[src/rtl/whackamole_pkg.sv]
// rtl/whackamole_pkg.sv - shared constants, scanner state encoding and MMIO offsets
package whackamole_pkg;

  localparam int NUM_SENSORS = 9;

  typedef enum logic [1:0] {
    ST_IDLE,
    ST_DISCHARGE,
    ST_CHARGE,
    ST_EVAL
  } scan_state_t;

  localparam logic [7:0] MMIO_TOUCHED     = 8'h00;
  localparam logic [7:0] MMIO_PRESS_FLAGS = 8'h04;
  localparam logic [7:0] MMIO_PRESS_CLEAR = 8'h08;

endpackage

[src/rtl/cap_channel.sv]
// rtl/cap_channel.sv - one pad: pin synchronizer, rise-time capture, threshold compare, debounce
module cap_channel #(
  parameter int COUNT_WIDTH = 16,
  parameter int MAX_COUNT   = 4000,
  parameter int DEBOUNCE    = 3
) (
  input  logic                   clock,
  input  logic                   reset,
  input  logic                   pin,
  input  logic                   clear_capture,
  input  logic                   charging,
  input  logic                   timeout,
  input  logic                   eval,
  input  logic [COUNT_WIDTH-1:0] charge_count,
  input  logic [COUNT_WIDTH-1:0] threshold,
  output logic                   sin,
  output logic                   captured,
  output logic                   raw,
  output logic                   db_wrap,
  output logic                   touched
);

  logic [1:0]             sync_q;
  logic [COUNT_WIDTH-1:0] count;
  logic [2:0]             db;

  assign sin     = sync_q[1];
  assign raw     = (count >= threshold);
  assign db_wrap = ((db + 3'd1) == 3'(DEBOUNCE));

  always_ff @(posedge clock) begin
    if (reset) begin
      sync_q   <= '0;
      captured <= 1'b0;
      count    <= '0;
      db       <= '0;
      touched  <= 1'b0;
    end else begin
      sync_q <= {sync_q[0], pin};

      // A capture on the timeout cycle takes priority over the MAX_COUNT fill.
      if (clear_capture) begin
        captured <= 1'b0;
      end else if (charging && !captured) begin
        if (sin) begin
          captured <= 1'b1;
          count    <= charge_count;
        end else if (timeout) begin
          captured <= 1'b1;
          count    <= COUNT_WIDTH'(MAX_COUNT);
        end
      end

      if (eval) begin
        if (raw == touched) begin
          db <= '0;
        end else if (db_wrap) begin
          touched <= ~touched;
          db      <= '0;
        end else begin
          db <= db + 3'd1;
        end
      end
    end
  end

endmodule

[src/rtl/cap_sensor_scanner.sv]
// rtl/cap_sensor_scanner.sv - drive-line sequencer and press-flag register for the capacitive pads
module cap_sensor_scanner
  import whackamole_pkg::*;
#(
  parameter int NUM_SENSORS      = whackamole_pkg::NUM_SENSORS,
  parameter int COUNT_WIDTH      = 16,
  parameter int DISCHARGE_CYCLES = 500,
  parameter int MAX_COUNT        = 4000,
  parameter int DEBOUNCE         = 3
) (
  input  logic                   clock,
  input  logic                   reset,
  input  logic                   enable,
  input  logic [COUNT_WIDTH-1:0] threshold,
  input  logic [NUM_SENSORS-1:0] capacitive_sensors_in,
  output logic                   capacitive_sensors_out,
  output logic [NUM_SENSORS-1:0] touched,
  output logic [NUM_SENSORS-1:0] press_flags,
  input  logic [NUM_SENSORS-1:0] press_clear,
  output logic                   scan_done,
  output logic                   busy
);

  localparam int DIS_W = $clog2(DISCHARGE_CYCLES) + 1;
  localparam logic [DIS_W-1:0]       DIS_LAST = DIS_W'(DISCHARGE_CYCLES - 1);
  localparam logic [COUNT_WIDTH-1:0] CHG_LAST = COUNT_WIDTH'(MAX_COUNT - 1);

  scan_state_t            state;
  logic [DIS_W-1:0]       dis_cnt;
  logic [COUNT_WIDTH-1:0] chg_cnt;

  logic [NUM_SENSORS-1:0] sin_v, captured_v, raw_v, db_wrap_v;
  logic charging, eval, timeout, all_captured, charge_exit, disc_ready;
  logic [NUM_SENSORS-1:0] rise_v;

  assign charging     = (state == ST_CHARGE);
  assign eval         = (state == ST_EVAL);
  assign timeout      = charging && (chg_cnt == CHG_LAST);
  // A pad whose synced pin is high this cycle is captured on this edge.
  assign all_captured = &(captured_v | sin_v);
  assign charge_exit  = charging && (all_captured || timeout);
  assign disc_ready   = (state == ST_DISCHARGE) && (dis_cnt == DIS_LAST) && !(|sin_v);
  assign rise_v       = {NUM_SENSORS{eval}} & raw_v & ~touched & db_wrap_v;

  for (genvar i = 0; i < NUM_SENSORS; i++) begin : g_ch
    cap_channel #(
      .COUNT_WIDTH(COUNT_WIDTH),
      .MAX_COUNT  (MAX_COUNT),
      .DEBOUNCE   (DEBOUNCE)
    ) u_ch (
      .clock        (clock),
      .reset        (reset),
      .pin          (capacitive_sensors_in[i]),
      .clear_capture(state == ST_DISCHARGE),
      .charging     (charging),
      .timeout      (timeout),
      .eval         (eval),
      .charge_count (chg_cnt),
      .threshold    (threshold),
      .sin          (sin_v[i]),
      .captured     (captured_v[i]),
      .raw          (raw_v[i]),
      .db_wrap      (db_wrap_v[i]),
      .touched      (touched[i])
    );
  end

  always_ff @(posedge clock) begin
    if (reset) begin
      state                  <= ST_IDLE;
      dis_cnt                <= '0;
      chg_cnt                <= '0;
      capacitive_sensors_out <= 1'b0;
      scan_done              <= 1'b0;
      busy                   <= 1'b0;
    end else begin
      scan_done <= 1'b0;
      case (state)
        ST_IDLE: begin
          if (enable) begin
            state   <= ST_DISCHARGE;
            dis_cnt <= '0;
            busy    <= 1'b1;
          end
        end
        ST_DISCHARGE: begin
          if (disc_ready) begin
            state                  <= ST_CHARGE;
            chg_cnt                <= '0;
            capacitive_sensors_out <= 1'b1;
          end else if (dis_cnt != DIS_LAST) begin
            dis_cnt <= dis_cnt + 1'b1;
          end
        end
        ST_CHARGE: begin
          if (charge_exit) begin
            state                  <= ST_EVAL;
            capacitive_sensors_out <= 1'b0;
            scan_done              <= 1'b1;
          end else begin
            chg_cnt <= chg_cnt + 1'b1;
          end
        end
        default: begin
          dis_cnt <= '0;
          if (enable) begin
            state <= ST_DISCHARGE;
          end else begin
            state <= ST_IDLE;
            busy  <= 1'b0;
          end
        end
      endcase
    end
  end

  // Set wins over a same-cycle clear.
  always_ff @(posedge clock) begin
    if (reset) press_flags <= '0;
    else       press_flags <= (press_flags & ~press_clear) | rise_v;
  end

endmodule

[config.mk]
export PLATFORM = sky130hd
export DESIGN_NAME = cap_sensor_scanner
export DESIGN_NICKNAME = d
export VERILOG_FILES = /design/src/rtl/whackamole_pkg.sv /design/src/rtl/cap_channel.sv /design/src/rtl/cap_sensor_scanner.sv
export SDC_FILE = /design/constraint.sdc
export NUM_CORES = 1
export LEC_CHECK = 0
export CAP_MARGIN = 20
export CORE_UTILIZATION = 54
export CTS_CLUSTER_DIAMETER = 80
export DETAILED_ROUTE_END_ITERATION = 12
export PLACE_DENSITY = 0.83
export SYNTH_ARGS = -nofsm -noshare
export SYNTH_HDL_FRONTEND = slang
export SYNTH_HIERARCHICAL = 1
export SYNTH_SLANG_ARGS = --single-unit
[constraint.sdc]
create_clock -name clock -period 3.1 [get_ports clock]
set_input_delay 0.31 -clock clock [delete_from_list [all_inputs] [get_ports clock]]
set_output_delay 0.31 -clock clock [all_outputs]
set_load 0.03 [all_outputs]
==> summary.md, run 1 <==
| Metric | Value |
|---|---|
| Syn_area_per_cell | `8.47 um^2` |
| Area leader, netlist | `sky130_fd_sc_hd__dfxtp_1` |
| CTS clock-pin slew for the worst setup and hold paths | `0.06 ns` |
| Clk root buf | `sky130_fd_sc_hd__clkbuf_16` |
| Y dimension of the die | `166 um` |
| Hold Path Depth | `2` |
| CP max stage delay | `0.61 ns` |
| Peak fanout along the critical path | `16` |
| Netlist cell types | `56` |
| Leakage power total | `6.63 nW` |
| Number of antenna cells inserted | `0` |
| Peak ir drop on the vdd network | `0.371 mV` |
| Inserted Clock Buffers | `28` |
| Global routing usage summed across all routing layers | `0.289` |
| Post-route cell area | `0.0166 mm^2` |
| Total negative slack | `0 ns` |
| Initial Utilization | `0.553` |
| Net count of the finished layout | `2000` |
| RSZ-0062 raised after global routing | `false` |
| CP max-delay cell | `sky130_fd_sc_hd__or3_1` |
| Post-synthesis sequential element count | `247` |
| Transition time at the pin with the least slew margin | `0.715 ns` |
| Clock tree from TritonCTS | `built` |
| Total of buffers placed on input and output ports | `57` |
| Core region area | `0.0261 mm^2` |
| Final weighted congestion in routability-driven placement | `0.944` |
| Endpoint arrival time on the critical path | `3.18 ns` |
| Area contributors post-synth | `sky130_fd_sc_hd__dfxtp_1, sky130_fd_sc_hd__ha_1, sky130_fd_sc_hd__a21oi_1, sky130_fd_sc_hd__inv_1, sky130_fd_sc_hd__nand2_1` |
| Number of antenna violations at the first check in global routing | `0` |
| Cell breakdown of the critical path | `nor4b_1, nand3_1, nor3_1, buf_4, o21ai_1, or3_1, nor3b_1, nor3_1` |
| Top cells by count, synth | `sky130_fd_sc_hd__dfxtp_1, sky130_fd_sc_hd__ha_1, sky130_fd_sc_hd__inv_1, sky130_fd_sc_hd__nand2_1, sky130_fd_sc_hd__a21oi_1` |
| Antenna Violating Nets Remaining | `0` |
| Final global-route overflow total | `0` |
| Crit-path most repeated cell | `sky130_fd_sc_hd__nor3_1` |
| Number of buffers inserted to repair setup after CTS | `0` |
| # Max-Cap Violations | `0` |
| Cell area after placement | `0.0156 mm^2` |
| Synth-to-Final Area Change | `14.8%` |
| Drt wl/cell | `18.3 um` |
| Category of the critical setup timing path | `register to register` |
| Violated checks | `DRC` |
| Via count normalized by instance count | `6.01` |
| Post-route DRC violation count | `4` |
| Total of endpoints with negative setup slack in the final report | `0` |
| Cell family with most CP delay | `simple AND/OR/NAND/NOR gates` |
| Number of sinks handled by clock tree synthesis | `247` |
| Total die area | `0.0274 mm^2` |
| Number of standard-cell rows in the floorplan | `59` |
| Headroom to the max-slew limit | `0.523` |
| Wire length after detailed routing | `39.2 mm` |
| Number of warnings issued by yosys | `6` |
| Achievable clock frequency | `361 MHz` |
| Top_reg_cell synth | `sky130_fd_sc_hd__dfxtp_1` |
| Tcrit/Tclk final | `0.894` |
| CTS max path bufs | `3` |
| Result of the run | `finished with violations` |
| First-pass GRT wire length | `62.7 mm` |
| Count of cells along the worst register-to-register path | `8` |
| Minimum clock period | `2.77 ns` |
| Worst path depth | `8` |
| Kind of capture point of the worst setup path | `register` |
| Synth top area share | `0.342` |
| Async SR Flop Fraction | `0` |
| Post-synth EDFFs | `0` |
| Cell area after technology mapping | `0.0144 mm^2` |
| Total number of H-tree levels | `1` |
| Via count of the first global-routing pass | `12565` |
| Clock insertion delay at the later pin of the skew report | `0.55 ns` |
| Gates resized, CTS repair | `0` |
| Pin count of the biggest net entering global routing | `97` |
| I/O pin cnt | `58` |
| Worst Clk Skew | `0.0198 ns` |
| Synthesized Nets | `1912` |
| Power per standard cell area | `481 mW/mm^2` |
| Number of max-slew violations in the final report | `0` |
| Class of the worst hold path | `input port to register` |
| Data required time at the worst endpoint | `3.51 ns` |
| Final number of hold-violating endpoints | `0` |
| Util after Layout | `0.634` |
| Proportion of synthesized chip area in sequential cells | `0.342` |
| Tot Pwr | `7.97 mW` |
| Number of cells produced by synthesis | `1705` |
| Via count | `12893` |
| Chip Width | `166 um` |
| Nature of the critical path startpoint | `register` |
| Leading cell type by number of instances after synthesis | `sky130_fd_sc_hd__dfxtp_1` |
| Detailed Route Iter0 Violations | `1109` |
| Number of detailed-routing iterations run before antenna repair | `9` |
| Hold Buf Count CTS | `0` |
| DP Wirelength | `26.0 mm` |
| Share of final-layout standard cells stronger than drive strength 1 | `0.102` |
| Combined buffer and inverter count along the critical path | `1` |
| Filler cell count | `2114` |
## placed cells by master, fill, tap and decap left out, drive strengths merged, types with 30 or more instances in the layout
master,instances
dfxtp,247
ha,170
inv,168
nand2,166
a21oi,145
nand3,110
nor2,93
nor3,91
buf,73
o21ai,71
clkdlybuf4s50,56
nor3b,54
clkbuf,40
nand2b,30
## flip-flops by register name, summed over array words and instances, names as in the netlist
register and flops:
chg_cnt 16, dis_cnt 10, g_ch.u_ch/touched 9, scan_done 1, g_ch.u_ch/sync_q 18, g_ch.u_ch/count 144
press_flags 9, state 2, g_ch.u_ch/captured 9, capacitive_sensors_out 1, busy 1, g_ch.u_ch/db 27
## routing by layer
layer	part of all wire	track usage
met5	0	0
met4	0.049	0.148
met3	0.080	0.0502
met2	0.47	0.490
met1	0.40	0.350
## stage by stage
stage,instances,hold slack (ns),setup WS (ns)
final,2144,0.323,0.328
after global routing,2144,0.336,0.203
after CTS,2144,0.315,0.416
after detailed placement,2098,0.427,0.424
after global placement,2098,0.423,0.449
after floorplan,1705,0.382,0.267
## final cells by class
cell class	instances	area, um^2	share of cell area
clock inverters	7	110	0.00664
clock buffers	39	823	0.0497
repair buffers	130	1150	0.0692
multi-input cells	1217	8500	0.513
inverters	169	634	0.0383
flip-flops and latches	247	4940	0.298
well taps	335	419	0.0253
## worst register-to-register path: stages (launching register included)
cell and delay [ns]:
sky130_fd_sc_hd__dfxtp_1 0.48, sky130_fd_sc_hd__nor4b_1 0.31, sky130_fd_sc_hd__nand3_1 0.11, sky130_fd_sc_hd__nor3_1 0.30, sky130_fd_sc_hd__buf_4 0.23, sky130_fd_sc_hd__o21ai_1 0.14
sky130_fd_sc_hd__or3_1 0.61, sky130_fd_sc_hd__nor3b_1 0.38, sky130_fd_sc_hd__nor3_1 0.08
## logic make-up after synthesis
logic type	Yosys count	synth area share
adders and majority gates	170	0.147
DFF	247	0.342
muxes	13	0.00901
buffers and inverters	241	0.0695
AOI/OAI and AO/OA	335	0.156
xor gates and xnor gates	16	0.00970
and+or+nand+nor	683	0.266
## power breakdown
group / switching (mW) / internal (mW)
Sequential: 0.0689 / 3.25
Clock: 1.31 / 2.07
Combinational: 0.811 / 0.450
Total: 2.19 / 5.78
## path summary, 6_finish.rpt
kind	slack, ns	end	start
worst min register to register	0.44	g_ch[6].u_ch/sync_q[1]	g_ch[6].u_ch/sync_q[0]
worst max register to register	0.33	g_ch[7].u_ch/count[8]	chg_cnt[14]
worst max-delay path	0.33	g_ch[7].u_ch/count[8]	chg_cnt[14]
worst min-delay path	0.32	g_ch[2].u_ch/sync_q[0]	capacitive_sensors_in[2]
(Power assumes the default switching activity.)
==> run 2, diff against run 1 <==
--- a/config.mk
+++ b/config.mk
@@ -5,9 +5,11 @@
 export SDC_FILE = /design/constraint.sdc
 export NUM_CORES = 1
 export LEC_CHECK = 0
+export ABC_AREA = 1
 export CAP_MARGIN = 20
 export CORE_UTILIZATION = 54
 export CTS_CLUSTER_DIAMETER = 80
+export CTS_CLUSTER_SIZE = 10
 export DETAILED_ROUTE_END_ITERATION = 12
 export PLACE_DENSITY = 0.83
 export SYNTH_ARGS = -nofsm -noshare
==> constraint.sdc (replaced) <==
create_clock -name clock -period 3.6 [get_ports clock]
set_input_delay 0.36 -clock clock [delete_from_list [all_inputs] [get_ports clock]]
set_output_delay 0.36 -clock clock [all_outputs]
set_load 0.03 [all_outputs]
==> summary.md, run 2 <==
| Metric | Value |
|---|---|
| Peak fanout along the critical path | `25 (+9)` |
| Transition time at the pin with the least slew margin | `1.09 ns (+0.380 ns)` |
| Netlist cell types | `33 (-41%)` |
| Data required time at the worst endpoint | `4.09 ns (+0.58 ns)` |
| Number of sinks handled by clock tree synthesis | `247 (unchanged)` |
| Sequential cell fraction of total power | `0.430 (+0.013)` |
| Peak ir drop on the vdd network | `0.360 mV (-2.8%)` |
| Post-route cell area | `0.0164 mm^2 (-1.2%)` |
| Endpoint arrival time on the critical path | `3.02 ns (-0.16 ns)` |
| Hold Path Depth | `2 (unchanged)` |
| Global routing usage summed across all routing layers | `0.275 (-0.0137)` |
| Synthesized Nets | `2276 (+19%)` |
| Number of max-slew violations in the final report | `0 (unchanged)` |
| Area leader, netlist | `sky130_fd_sc_hd__dfxtp_1` |
| Relative contribution of the clock network to total power | `0.364 (-0.061)` |
| Switching power share of the total | `0.322 (+0.0473)` |
| Final weighted congestion in routability-driven placement | `0.911 (-3.5%)` |
| Synth top area share | `0.334 (-0.00878)` |
| CTS max path bufs | `3 (unchanged)` |
| Comb pwr share | `0.205 (+0.047)` |
| Number of standard-cell rows in the floorplan | `60 (+1.7%)` |
| Number of antenna cells inserted | `0 (unchanged)` |
| Share of final-layout standard cells stronger than drive strength 1 | `0.0540 (-0.0483)` |
| Total negative slack | `0 ns (unchanged)` |
| Result of the run | `finished, final reports clean` |
| Placed instance count | `2424 (+16%)` |
| Wire length after detailed routing | `38.6 mm (-1.5%)` |
| Kind of capture point of the worst setup path | `register` |
| Cell area after placement | `0.0156 mm^2 (about the same)` |
| Number of antenna violations at the first check in global routing | `0 (unchanged)` |
| Class of the worst hold path | `input port to register` |
| Number of buffers inserted to repair setup after CTS | `0 (unchanged)` |
| Synth-to-Final Area Change | `10.5%` |
| Initial Utilization | `0.550 (-0.00267)` |
| Total die area | `0.0281 mm^2 (+2.6%)` |
| Reg-to-reg endpoint | `chg_cnt[15]` |
| First-pass GRT wire length | `63.0 mm (+0.51%)` |
| Via count | `13790 (+7.0%)` |
| Power spent charging and discharging nets | `2.17 mW (-1.0%)` |
| Leading cell type in the layout, fill and taps excluded | `sky130_fd_sc_hd__nand2_1` |
| Power per standard cell area | `411 mW/mm^2 (-15%)` |
| End of the worst hold path | `g_ch[6].u_ch/sync_q[0]` |
| Number of cells produced by synthesis | `2069 (+21%)` |
| Max reg flops | `144 (unchanged)` |
| RSZ-0062 raised after global routing | `false` |
| Cell area after technology mapping | `0.0148 mm^2 (+2.6%)` |
| Worst setup slack after placement | `0.917 ns (+0.493 ns)` |
| Startpoint of the lowest-slack register-to-register path | `state[1]` |
| Via count of the first global-routing pass | `12930 (+2.9%)` |
| Nature of the critical path startpoint | `register` |
| Non-filler cells, final | `2454 (+14%)` |
| Core region area | `0.0270 mm^2 (+3.1%)` |
| Antenna Violating Nets Remaining | `0 (unchanged)` |
| Count of cells along the worst register-to-register path | `13 (+5)` |
| Total of buffers placed on input and output ports | `57 (unchanged)` |
| Leading cell type by number of instances after synthesis | `sky130_fd_sc_hd__nand2_1` |
| Async SR Flop Fraction | `0 (unchanged)` |
| Most frequent cells in the layout | `sky130_fd_sc_hd__nand2_1, sky130_fd_sc_hd__inv_1, sky130_fd_sc_hd__a21oi_1` |
| Clock insertion delay at the later pin of the skew report | `0.55 ns (about the same)` |
| Final number of hold-violating endpoints | `0 (unchanged)` |
| Inserted Clock Buffers | `28 (unchanged)` |
| Reg with most FFs | `g_ch.u_ch/count` |
| Clk root buf | `sky130_fd_sc_hd__clkbuf_16` |
| Internal power | `4.56 mW (-21%)` |
| Net count of the finished layout | `2320 (+16%)` |
| Tcrit/Tclk final | `0.704 (-0.190)` |
| Area contributors post-synth | `sky130_fd_sc_hd__dfxtp_1, sky130_fd_sc_hd__ha_1, sky130_fd_sc_hd__nand2_1, sky130_fd_sc_hd__a21oi_1, sky130_fd_sc_hd__inv_1` |
| Drt wl/cell | `15.7 um (-14%)` |
| Util after Layout | `0.608 (-0.0266)` |
| Top_reg_cell synth | `sky130_fd_sc_hd__dfxtp_1` |
| I/O pin cnt | `58 (unchanged)` |
| Registers with the most flip-flops | `g_ch.u_ch/count (144), g_ch.u_ch/db (27), g_ch.u_ch/sync_q (18)` |
| Syn_area_per_cell | `7.16 um^2 (-15%)` |
| Chip Width | `168 um (+1.3%)` |
| Category of the critical setup timing path | `register to register` |
| Hold Buf Count CTS | `0 (unchanged)` |
| Clock tree from TritonCTS | `built` |
| Top cells by count, synth | `sky130_fd_sc_hd__nand2_1, sky130_fd_sc_hd__inv_1, sky130_fd_sc_hd__a21oi_1, sky130_fd_sc_hd__dfxtp_1, sky130_fd_sc_hd__ha_1` |
| Via count normalized by instance count | `5.62 (-6.6%)` |
| # Max-Cap Violations | `0 (unchanged)` |
| Post-synthesis sequential element count | `247 (unchanged)` |
| Number of warnings issued by yosys | `6 (unchanged)` |
| Worst R2R Setup Slack | `1.06 ns (+0.74 ns)` |
| Min-Delay Startpoint | `reset` |
| Gates resized, CTS repair | `0 (unchanged)` |
| Total number of H-tree levels | `1 (unchanged)` |
| Worst Clk Skew | `0.0138 ns (-0.00600 ns)` |
| Headroom to the max-slew limit | `0.270 (-0.253)` |
| Total of endpoints with negative setup slack in the final report | `0 (unchanged)` |
| Smallest setup slack after layout | `1.06 ns (+0.736 ns)` |
| DP Wirelength | `25.9 mm (-0.19%)` |
| Post-synth EDFFs | `0 (unchanged)` |
| Number of detailed-routing iterations run before antenna repair | `8 (-1)` |
| Y dimension of the die | `168 um (+1.3%)` |
| Minimum clock period | `2.54 ns (-0.236 ns)` |
| Leakage power total | `7.35 nW (+11%)` |
| CTS clock-pin slew for the worst setup and hold paths | `0.05 ns (about the same)` |
| Achievable clock frequency | `394 MHz (+9.3%)` |
| Post-route DRC violation count | `0 (-4)` |
| Proportion of synthesized chip area in sequential cells | `0.334 (-0.00878)` |
| Final global-route overflow total | `0 (unchanged)` |
| Detailed Route Iter0 Violations | `1172 (+5.7%)` |
| Pin count of the biggest net entering global routing | `123 (+27%)` |
[run 2: cell families (layout without fill, tap and decap cells)]
logic type,after synthesis,count (layout),share of synthesized area
adders and majority gates,170,170,0.143
xor gates and xnor gates,17,17,0.0100
buffers and inverters,430,474,0.118
and+or+nand+nor,833,833,0.254
AOI/OAI and AO/OA,372,372,0.141
DFF,247,247,0.334
[run 2: cell type report]
class / count / area (um^2)
Multi-Input combinational cell: 1392 / 8130
Sequential cell: 247 / 4940
Clock buffer: 29 / 726
Inverter: 357 / 1340
Fill cell: 2349 / 10600
Tap cell: 341 / 427
Clock inverter: 1 / 5.00
Timing Repair Buffer: 87 / 810
[run 2: through the flow]
stage,hold slack [ns],power (mW)
after global routing,0.293,7.03
after global placement,0.391,4.26
after CTS,0.269,6.76
after detailed placement,0.395,4.31
after floorplan,0.388,3.94
final,0.280,6.73
[run 2: worst max-delay path, cell delays in order, from the launching register on]
cell and delay, ns:
sky130_fd_sc_hd__dfxtp_1 0.35, sky130_fd_sc_hd__inv_1 0.09, sky130_fd_sc_hd__ha_1 0.13, sky130_fd_sc_hd__buf_4 0.34
sky130_fd_sc_hd__nand2_1 0.10, sky130_fd_sc_hd__inv_1 0.06, sky130_fd_sc_hd__nand3_1 0.08, sky130_fd_sc_hd__nor2_2 0.13
sky130_fd_sc_hd__nand2_2 0.10, sky130_fd_sc_hd__a21oi_4 0.42, sky130_fd_sc_hd__nand2_2 0.33, sky130_fd_sc_hd__nor2_1 0.21
sky130_fd_sc_hd__nand2_1 0.07, sky130_fd_sc_hd__nand2_1 0.05
[run 2: worst max-delay path by stage]
stage | from | end | slack, ns
after floorplan | state[0] | g_ch[0].u_ch/count[10] | 1.09
after global placement | threshold[1] | g_ch[4].u_ch/db[0] | 0.98
after detailed placement | threshold[1] | g_ch[2].u_ch/db[0] | 0.92
after CTS | state[1] | chg_cnt[15] | 1.05
after global routing | state[1] | chg_cnt[15] | 0.69
final | state[1] | chg_cnt[15] | 1.06
[run 2: power groups by stage]
stage	Sequential [mW]	Combinational (mW)	Clock, mW
2_1_floorplan	2.94	0.991	0
3_3_place_gp	2.95	1.31	0
3_5_place_dp	2.95	1.36	0
5_1_grt	2.90	1.53	2.60
6_report	2.90	1.38	2.45
4_1_cts	2.89	1.36	2.50
[run 2: routing by layer]
layer / vias to the layer above / part of all wire / global-route usage
met3: 95 / 0.085 / 0.0402
met1: 6288 / 0.43 / 0.362
met4: 0 / 0.038 / 0.114
met2: 503 / 0.45 / 0.452
li1: 6904 / - / -
met5: - / 0 / 0
==> run 3, diff against run 2 <==
--- a/config.mk
+++ b/config.mk
@@ -11,7 +11,7 @@
 export CTS_CLUSTER_DIAMETER = 80
 export CTS_CLUSTER_SIZE = 10
 export DETAILED_ROUTE_END_ITERATION = 12
-export PLACE_DENSITY = 0.83
+export PLACE_DENSITY = 0.86
 export SYNTH_ARGS = -nofsm -noshare
 export SYNTH_HDL_FRONTEND = slang
 export SYNTH_HIERARCHICAL = 1
==> constraint.sdc (replaced) <==
create_clock -name clock -period 2.3 [get_ports clock]
set_input_delay 0.23 -clock clock [delete_from_list [all_inputs] [get_ports clock]]
set_output_delay 0.23 -clock clock [all_outputs]
set_load 0.03 [all_outputs]
==> summary.md, run 3 (synthesis gave the netlist of run 2 again) <==
| Metric | Value |
|---|---|
| Number of antenna cells inserted | `0 (unchanged)` |
| Combined buffer and inverter count along the critical path | `4 (+1)` |
| Cell area after placement | `0.0162 mm^2 (+3.4%)` |
| Peak ir drop on the vdd network | `0.537 mV (+49%)` |
| Transition time at the pin with the least slew margin | `0.875 ns (-0.220 ns)` |
| Kind of capture point of the worst setup path | `register` |
| Final weighted congestion in routability-driven placement | `0.915 (+0.48%)` |
| Clock tree from TritonCTS | `built` |
| Detailed Route Iter0 Violations | `1260 (+7.5%)` |
| Post-route DRC violation count | `0 (unchanged)` |
| Post-route cell area | `0.0169 mm^2 (+3.3%)` |
| Filler cell count | `2230 (-5.1%)` |
| Number of sinks handled by clock tree synthesis | `247 (unchanged)` |
| Net count of the finished layout | `2364 (+1.9%)` |
| Hold Buf Count CTS | `0 (unchanged)` |
| Share of final-layout standard cells stronger than drive strength 1 | `0.0760 (+0.0221)` |
| Number of buffers inserted to repair setup after CTS | `0 (unchanged)` |
| Power per standard cell area | `639 mW/mm^2 (+55%)` |
| Multi-input combinational cell area | `0.00814 mm^2 (+0.20%)` |
| Cell breakdown of the critical path | `inv_1, ha_1, inv_1, nor3_2, nand3_1, nor3_4, buf_4, o21a_2, buf_4, o211ai_1, a21oi_1` |
| Core region area | `0.0270 mm^2 (unchanged)` |
| First-pass GRT wire length | `64.7 mm (+2.6%)` |
| Via count normalized by instance count | `5.73 (+1.9%)` |
| Clk root buf | `sky130_fd_sc_hd__clkbuf_16` |
| I/O pin cnt | `58 (unchanged)` |
| Total of endpoints with negative setup slack in the final report | `0 (unchanged)` |
| Tot Pwr | `10.8 mW (+61%)` |
| CTS max path bufs | `3 (unchanged)` |
| Minimum clock period | `2.20 ns (-0.337 ns)` |
| Most frequent cells in the layout | `sky130_fd_sc_hd__nand2_1, sky130_fd_sc_hd__inv_1, sky130_fd_sc_hd__a21oi_1` |
| Tcrit/Tclk final | `0.956 (+0.252)` |
| Category of the critical setup timing path | `register to register` |
| Number of antenna violations at the first check in global routing | `0 (unchanged)` |
| Area occupied by registers | `0.00495 mm^2 (about the same)` |
| Endpoint arrival time on the critical path | `2.65 ns (-0.37 ns)` |
| Worst Clk Skew | `0.0243 ns (+0.0104 ns)` |
| Data required time at the worst endpoint | `2.75 ns (-1.34 ns)` |
| Cell family with most CP delay | `simple AND/OR/NAND/NOR gates` |
| Class of the worst hold path | `input port to register` |
| Total die area | `0.0281 mm^2 (unchanged)` |
| Total negative slack | `0 ns (unchanged)` |
| CTS clock-pin slew for the worst setup and hold paths | `0.06 ns (about the same)` |
| Number of detailed-routing iterations run before antenna repair | `8 (unchanged)` |
| Registers with the most flip-flops | `g_ch.u_ch/count (144), g_ch.u_ch/db (27), g_ch.u_ch/sync_q (18)` |
| Drt wl/cell | `15.8 um (+0.63%)` |
| Y dimension of the die | `168 um (unchanged)` |
| # Max-Cap Violations | `0 (unchanged)` |
| Number of max-slew violations in the final report | `0 (unchanged)` |
| Max reg flops | `144 (unchanged)` |
| Smallest setup slack after layout | `0.101 ns (-0.963 ns)` |
| Peak fanout along the critical path | `13 (-48%)` |
| DP Wirelength | `26.7 mm (+2.8%)` |
| Global routing usage summed across all routing layers | `0.281 (+0.00603)` |
| Final global-route overflow total | `0 (unchanged)` |
| Leakage power total | `7.65 nW (+4.1%)` |
| Worst setup slack after placement | `0.0149 ns (-0.902 ns)` |
| Initial Utilization | `0.550 (unchanged)` |
| Clock insertion delay at the later pin of the skew report | `0.55 ns (about the same)` |
| Chip Width | `168 um (unchanged)` |
| CP max stage delay | `0.31 ns (-0.11 ns)` |
| Reg with most FFs | `g_ch.u_ch/count` |
| Synth-to-Final Area Change | `14.2%` |
| Via count of the first global-routing pass | `13716 (+6.1%)` |
| Headroom to the max-slew limit | `0.417 (+0.146)` |
| Nature of the critical path startpoint | `register` |
| Total of buffers placed on input and output ports | `57 (unchanged)` |
| Antenna Violating Nets Remaining | `0 (unchanged)` |
| Inserted Clock Buffers | `28 (unchanged)` |
| Final number of hold-violating endpoints | `0 (unchanged)` |
| Number of standard-cell rows in the floorplan | `60 (unchanged)` |
| Via count | `14310 (+3.8%)` |
| Result of the run | `finished, final reports clean` |
| Total number of H-tree levels | `1 (unchanged)` |
| CP max-delay cell | `sky130_fd_sc_hd__dfxtp_1` |
| Pin count of the biggest net entering global routing | `178 (+45%)` |
| Achievable clock frequency | `455 MHz (+15%)` |
| Leading cell type in the layout, fill and taps excluded | `sky130_fd_sc_hd__nand2_1` |
| Wire length after detailed routing | `39.6 mm (+2.4%)` |
==> run 3: cell types whose count changed in the layout (fill, tap and decap cells not counted), sizes merged <==
| cell | before | now |
|---|---|---|
| buf | 31 | 75 |
==> run 3: timing repair <==
action | in CTS | in global routing
setup endpoints to repair | 0 | 82
hold endpoints to repair | 0 | 0
gates resized for setup | 0 | 6
==> run 3: through the flow <==
stage	util	hold slack (ns)	instances
after global placement	0.601	0.391	2468
after detailed placement	0.601	0.392	2468
after floorplan	-	0.307	2069
after global routing	0.628	0.164	2498
final	0.628	0.152	2498
after CTS	0.628	0.141	2498
==> run 3: cell type report <==
class | instances | share of cell area
flip-flops and latches | 247 | 0.292
clock buffers | 29 | 0.0429
inverters | 357 | 0.0792
well taps | 341 | 0.0252
clock inverters | 1 | 0.000296
multi-input cells | 1392 | 0.481
repair buffers | 131 | 0.0792
==> run 3: worst paths after layout <==
path / start / endpoint / slack (ns) / cells after the start
hold / removal: reset / g_ch[4].u_ch/sync_q[1] / 0.15 / 3
setup / recovery: state[0] / g_ch[7].u_ch/count[10] / 0.10 / 11
hold reg to reg: g_ch[1].u_ch/sync_q[0] / g_ch[1].u_ch/sync_q[1] / 0.40 / 2
setup reg to reg: state[0] / g_ch[7].u_ch/count[10] / 0.10 / 11
==> run 3: metal layers <==
layer | wire, um | global-route usage
met1 | 16100 | 0.346
met2 | 18300 | 0.490
met3 | 3400 | 0.0366
met4 | 1760 | 0.124
met5 | 0 | 0
==> run 3: power breakdown <==
part           leakage, nW  switching [mW]  total (mW)  internal (mW)
registers             1.99          0.0817        4.49           4.41
logic                 5.30            1.71        2.48          0.772
clock network        0.361            1.65        3.84           2.19
==> run 3: worst reg2reg max path: cells and delay by family, from the launching register on <==
kind / cells / cell delay [ns]
AND/OR/NAND/NOR: 3 / 0.57
buffers and inverters: 4 / 0.55
AO/OA/AOI/OAI: 3 / 0.49
flip-flops: 1 / 0.31
adder cells (fa/ha/maj): 1 / 0.17
